File: src/rtl/band_style_renderer.sv
// -----------------------------------------------------------------------------
// band_style_renderer
//
// Two-stage per-pixel colour generator for the LCD text overlay. The screen is
// cut vertically into NUM_BANDS bands of BAND_H rows. Each band has its own
// runtime-writable style: foreground, background, invert and blink. A
// frame-driven timer toggles a global blink phase every BLINK_FRAMES frames.
//
// Ports:
//   clk, rst_n           system clock, synchronous active-low reset
//   pix_valid, font_bit  incoming pixel qualifier and glyph bit (1 = fg)
//   pixel_y              row of the incoming pixel
//   frame_start          one-cycle pulse per frame (advances blink timer)
//   style_we/addr/fg/bg/inv/blink
//                        band style write port (out-of-range addr ignored)
//   data, data_valid     rendered colour, two cycles after pix_valid
// -----------------------------------------------------------------------------
module band_style_renderer #(
    parameter int                 NUM_BANDS    = 15,
    parameter int                 BAND_H       = 16,
    parameter int                 Y_W          = 9,
    parameter int                 COLOR_W      = 16,
    parameter int                 BLINK_FRAMES = 30,
    parameter logic [COLOR_W-1:0] DEF_FG       = 16'hffff,
    parameter logic [COLOR_W-1:0] DEF_BG       = 16'h0000,
    localparam int                A_W          = (NUM_BANDS > 1) ? $clog2(NUM_BANDS) : 1
) (
    input  logic               clk,
    input  logic               rst_n,
    input  logic               pix_valid,
    input  logic               font_bit,
    input  logic [Y_W-1:0]     pixel_y,
    input  logic               frame_start,
    input  logic               style_we,
    input  logic [A_W-1:0]     style_addr,
    input  logic [COLOR_W-1:0] style_fg,
    input  logic [COLOR_W-1:0] style_bg,
    input  logic               style_inv,
    input  logic               style_blink,
    output logic [COLOR_W-1:0] data,
    output logic               data_valid
);

    localparam int BAND_SH = $clog2(BAND_H);
    localparam int CNT_W   = (BLINK_FRAMES > 1) ? $clog2(BLINK_FRAMES) : 1;

    // Style register file
    logic [COLOR_W-1:0] fg_q [NUM_BANDS];
    logic [COLOR_W-1:0] bg_q [NUM_BANDS];
    logic [NUM_BANDS-1:0] inv_q;
    logic [NUM_BANDS-1:0] blink_q;

    // Blink timer
    logic [CNT_W-1:0] frame_cnt_q;
    logic             blink_phase_q;

    // Stage 1
    logic               s1_valid_q;
    logic               s1_font_q;
    logic               s1_swap_q;
    logic [COLOR_W-1:0] s1_fg_q;
    logic [COLOR_W-1:0] s1_bg_q;
    logic               s1_swap_d;
    logic [COLOR_W-1:0] s1_fg_d;
    logic [COLOR_W-1:0] s1_bg_d;

    // Stage 2
    logic [COLOR_W-1:0] data_q;
    logic [COLOR_W-1:0] data_d;
    logic               data_valid_q;

    logic [Y_W-1:0] band;
    logic [A_W-1:0] band_idx;
    logic           band_in_range;
    logic           wr_in_range;

    assign band          = pixel_y >> BAND_SH;
    assign band_idx      = band[A_W-1:0];
    assign band_in_range = 32'(band) < 32'(NUM_BANDS);
    assign wr_in_range   = 32'(style_addr) < 32'(NUM_BANDS);

    // Lookup uses the registered styles/phase, so a same-edge write or phase
    // toggle only affects pixels presented on later cycles.
    always_comb begin
        s1_fg_d   = DEF_FG;
        s1_bg_d   = DEF_BG;
        s1_swap_d = 1'b0;
        if (band_in_range) begin
            s1_fg_d   = fg_q[band_idx];
            s1_bg_d   = bg_q[band_idx];
            s1_swap_d = inv_q[band_idx] ^ (blink_q[band_idx] & blink_phase_q);
        end
    end

    assign data_d = (s1_font_q ^ s1_swap_q) ? s1_fg_q : s1_bg_q;

    always_ff @(posedge clk) begin
        if (!rst_n) begin
            for (int i = 0; i < NUM_BANDS; i++) begin
                fg_q[i] <= DEF_FG;
                bg_q[i] <= DEF_BG;
            end
            inv_q   <= '0;
            blink_q <= '0;
        end else if (style_we && wr_in_range) begin
            fg_q[style_addr]    <= style_fg;
            bg_q[style_addr]    <= style_bg;
            inv_q[style_addr]   <= style_inv;
            blink_q[style_addr] <= style_blink;
        end
    end

    always_ff @(posedge clk) begin
        if (!rst_n) begin
            frame_cnt_q   <= '0;
            blink_phase_q <= 1'b0;
        end else if (frame_start) begin
            if (frame_cnt_q == CNT_W'(BLINK_FRAMES - 1)) begin
                frame_cnt_q   <= '0;
                blink_phase_q <= ~blink_phase_q;
            end else begin
                frame_cnt_q <= frame_cnt_q + 1'b1;
            end
        end
    end

    always_ff @(posedge clk) begin
        if (!rst_n) begin
            s1_valid_q   <= 1'b0;
            s1_font_q    <= 1'b0;
            s1_swap_q    <= 1'b0;
            s1_fg_q      <= '0;
            s1_bg_q      <= '0;
            data_q       <= '0;
            data_valid_q <= 1'b0;
        end else begin
            s1_valid_q   <= pix_valid;
            s1_font_q    <= font_bit;
            s1_swap_q    <= s1_swap_d;
            s1_fg_q      <= s1_fg_d;
            s1_bg_q      <= s1_bg_d;
            data_valid_q <= s1_valid_q;
            // Output colour is held between valid pixels.
            if (s1_valid_q) begin
                data_q <= data_d;
            end
        end
    end

    assign data       = data_q;
    assign data_valid = data_valid_q;

endmodule
File: config.mk
export PLATFORM = sky130hd
export DESIGN_NAME = band_style_renderer
export DESIGN_NICKNAME = d
export VERILOG_FILES = /design/src/rtl/band_style_renderer.sv
export SDC_FILE = /design/constraint.sdc
export NUM_CORES = 1
export LEC_CHECK = 0
export ABC_CLOCK_PERIOD_IN_PS = 2400
export CORE_ASPECT_RATIO = 0.6
export CORE_MARGIN = 2
export CORE_UTILIZATION = 40
export DETAILED_ROUTE_END_ITERATION = 10
export PLACE_DENSITY = 0.57
export SYNTH_ARGS = -nofsm -noshare
export SYNTH_HDL_FRONTEND = slang
export SYNTH_SLANG_ARGS = --single-unit
File: constraint.sdc
create_clock -name clk -period 2.4 [get_ports clk]
set_input_delay 0.6 -clock clk [delete_from_list [all_inputs] [get_ports clk]]
set_output_delay 0.6 -clock clk [all_outputs]
set_load 0.03 [all_outputs]
* Yosys cells after proc, flatten, opt, wreduce, memory -nomap -nowiden
Memories as Yosys holds them, arrays and structs flattened. A register that Yosys moved wholly into a read port is not among the register bits. Index checks and enable logic that the tools add are counted.
Cells by class: add/subtract/negate cells 1, $lt $le $gt $ge 5, equal/unequal tests 1, multiplexer cells 21, bitwise logic cells 4, reductions and logical operators 7
Operators with widths (number):
- $mux W16 | 4
- $reduce_or A16 Y1 | 2
- $bwmux W15 | 2
- $lt A4 B5 Y1 const B | 2
- $mux W1 | 9
- $bmux W1 S4 | 2
- $mux W4 | 2
- $add A5 B1 Y5 const B | 1
- $eq A5 B5 Y1 const B | 1
- $lt A5 B4 Y1 const B | 1
- $mux W5 | 1
- $demux W1 S4 | 1
- $ge A4 B1 Y1 const B | 1
- $lt A4 B4 Y1 const B | 1
- $reduce_and A2 Y1 | 2
- $logic_and A1 B1 Y1 | 2
- $xor A1 B1 Y1 | 2
- $and A1 B1 Y1 | 1
- $logic_not A1 Y1 | 1
- $not A1 Y1 | 1
Word-level totals: flip-flop bits (word level) 72, bits in writable memories 480, word-level logic and storage cells 51, memories kept 2
Memory list:
- bg_q | depth 15, width 16, rd ports 1, clocked after Yosys merged registers in 1, write ports 15, line 49 | logic [COLOR_W-1:0] bg_q [NUM_BANDS];
- fg_q | depth 15, width 16, rd ports 1, clocked after Yosys merged registers in 0, write ports 15, line 48 | logic [COLOR_W-1:0] fg_q [NUM_BANDS];

* Longest topological paths before layout
depth in word-level cells 7, mapped depth 9, depth with buffers taken out 6

* Worst setup path before layout
No wires, ideal clock.
kind input port to flip-flop, start input style_addr[3], end memory bg_q[11][0], enable pin, library setup time 387 ps, arrival time 1923 ps, data required time 2013 ps, path slack 91 ps, stages on the path 4, path through clkbuf_1 > nand3b_1 > o21a_1 > inv_1
RTL lines:
- start: declaration | line 35 | input logic [A_W-1:0] style_addr,
- end: declaration | line 49

* Final worst setup path
start register data_q[14], in the netlist data[14], end output data[14]
RTL lines:
- start: declaration | line 68 | logic [COLOR_W-1:0] data_q;
- start signal: assignment | line 145 | data_q <= data_d;
- end: declaration | line 40 | output logic [COLOR_W-1:0] data,
No word-level cell between the ends.

==> flow_summary.toml <==
[power_and_ir_drop]
p_seq_share_pct = 53.6
p_sw_mw = 5.221
p_per_area_mw_per_mm2 = 730.4
power_frac_clock_pct = 37.1
peakVddDrop_uv = 497.4
p_leak_nw = 10.67
swShare_pct = 23.11
combPwrFrac_pct = 9.3
p_int_mw = 17.37

[global_route]
grt_max_degree = 56
track_usage_pct = 21.22
grt_pass1_vias = 15493
grt_pass1_wl_um = 104700
grt-ovfl-total = 0
grt_antenna_before_repair = 0

[critical_path]
crit_arrival_ns = 1.66
path_delay_family = "buffers and inverters"
start_kind = "flop"
setup.worst_path.start = "data[14]"
worstSetupEndpointType = "primary output"
crit_buf_inv = 1
worstPathRequired_ns = 1.80
worstSetupPathType = "reg2out"
path_cells = "clkdlybuf4s50_1"
critPathMaxFanout = 2
reg2reg_slack_ns = 0.29
cp_slowest_cell = "clkdlybuf4s50_1"
reg2reg_from = "s1_swap_q"
max_stage_delay_ns = 0.69

[logic_synthesis]
avgSynthCellArea_um2 = 15.47
synth_warnings = 0
yosys.cell_types.count = 43
synth_top_area_share_pct = 58.73
netlist_area_mm2 = 0.02618
yosys-top-cells-area = "edfxtp_1 (59%), mux4_2 (11%), dfxtp_1 (6.7%)"
yosys.area.top_type = "edfxtp_1"
synth_seq_cells = 600
ys_seq_area_share_pct = 65.46
syn_inst = 1692
ys.flop_type = "edfxtp_1"
async_flop_share_pct = 0
synth-edff-count = 512

[placement]
gp_congestion = 0.8017
portBuffers = 65
dp_slack_ns = -0.1785
dp_cells = 2628
dpl-instance-area_mm2 = 0.02926
dp_hpwl_um = 46160

[sta]
timing.final.crit_share_pct = 94.24
setup_violations = 0
timing.final.hold_violations = 0
slew_violations = 0
finalSetupTns_ns = 0
rsz0062_at_grt = "false"
layout_setup_ws_ns = 0.1383
relSlewSlack_pct = 33.42
worst_pin_slew_ns = 0.9973
finalCriticalPeriod_ns = 2.262
clock_skew_ns = 0.01784
fmax_mhz = 442.2

[cts]
clock-sinks = 600
htreeDepth = 2
cts_tree = "done"
cts_root_buf = "clkbuf_16"
worstSkewPairLatency_ns = 0.61
cts_inserted_buffers = 55
cts.repair.resized = 0
post-cts-setup-buffer-count = 0
clkTransAtPathRegs_ns = 0.06
holdBufCountCts = 0
clk_path_buf_depth = 3

[die]
initial_core_util_pct = 40.53
die_x_um = 334.3
coreArea_mm2 = 0.06459
die_h_um = 202.2
dieArea_mm2 = 0.06758
num_io_pins = 70
rows = 72

[min_path]
hold_path.class = "reg2reg"
min_from = "inv_q[7]"

[layout]
final_cells = 2729
drive_above_1_share_pct = 21.26
regArea_mm2 = 0.01714
area_growth_pct = 18.14
multi_input_area_mm2 = 0.008437
layout_commonest_cell = "edfxtp_1"
final_util_pct = 47.88
nNetsFinal = 1889
mostFrequentLayoutCells = "edfxtp_1 (512), and2_1 (244), or3_1 (177)"
post-route-cell-area_mm2 = 0.03093
fill_cells = 5475

[detailed_routing]
drt-pass1-iter-count = 5
drtIter0Drc = 1403
vias = 14961
antenna_left = 0
drc = 0
via_per_inst = 5.482
wire_per_inst_um = 25.80
drt-total-wl_um = 70410

[job]
drv_cap = 0

[status]
outcome = "finished clean"
## cells by family (layout without fill, tap and decap cells)
group / count (synthesis) / count (layout) / share of synthesized area (%)
xor+xnor: 6 / 6 / 0.2008
mux: 185 / 185 / 13.55
simple gates: 586 / 586 / 13.51
compound gates: 135 / 135 / 4.263
fa+ha+maj: 2 / 2 / 0.09557
buf+inv: 177 / 331 / 2.911
other cells: 1 / 33 / 0.01432
flops: 600 / 600 / 65.46
## area by class of cell
cell class              count  area share, %
clock buffers              76          5.037
clock inverters            24         0.3641
well taps                 851          3.443
diodes                      1       0.008091
inverters                  17         0.2063
flip-flops and latches    600          55.41
repair buffers            214          8.257
multi-input cells         946          27.28
## power by group through the flow
stage	clock network, mW	logic, mW	registers (mW)
after floorplan	0	1.12	12.3
after global placement	0	2.10	12.3
after detailed placement	0	2.12	12.3
after CTS	8.56	2.13	12.1
after global routing	8.96	2.24	12.2
final	8.38	2.11	12.1
## registers in the layout, summed over array words and instances, names as in the netlist
| name | cells |
|---|---|
| s1_bg_q | 16 |
| blink_q | 15 |
| inv_q | 15 |
| s1_fg_q | 16 |
| s1_font_q | 1 |
| s1_valid_q | 1 |
| data | 16 |
| data_valid | 1 |
| blink_phase_q | 1 |
| s1_swap_q | 1 |
| bg_q | 256 |
| frame_cnt_q | 5 |
| fg_q | 256 |
## stage by stage
step                      hold slack (ns)  power (mW)
after floorplan                    0.4403       13.39
after global placement             0.4571       14.39
after detailed placement           0.4623       14.45
after CTS                          0.4799       22.79
after global routing               0.4964       23.35
final                              0.4760       22.59
## cell usage after synthesis (3+ instances only)
cell	n
nand3b_1	5
mux2_2	16
buf_2	21
edfxtp_1	512
a22o_1	31
xor2_1	3
clkbuf_1	115
mux4_2	130
mux2i_1	36
xnor2_1	3
a221oi_1	16
buf_1	7
o211a_1	16
nand3_1	4
nand2_1	38
buf_4	15
nor2b_1	19
nand2b_1	67
o21a_1	15
mux4_1	3
a21boi_0	16
or3_1	177
dfxtp_1	88
a211oi_1	33
nand4_1	3
nor2_1	19
and2_1	244
inv_1	17
## layer usage
| layer | global-route usage [%] | vias to the layer above | wire length, um |
|---|---|---|---|
| met1 | 33.64 | 7762 | 34540 |
| met4 | 3.700 | 0 | 831 |
| met3 | 4.538 | 66 | 5265 |
| met2 | 30.08 | 468 | 29770 |
| met5 | 0 | - | 0 |
| li1 | - | 6665 | - |
## final timing paths
kind	end	depth (start not counted)
setup / recovery	data[14]	1
hold / removal	inv_q[7]	1
setup reg to reg	data[14]	5
hold reg to reg	inv_q[7]	1
Power figures use the tool's default switching activity.
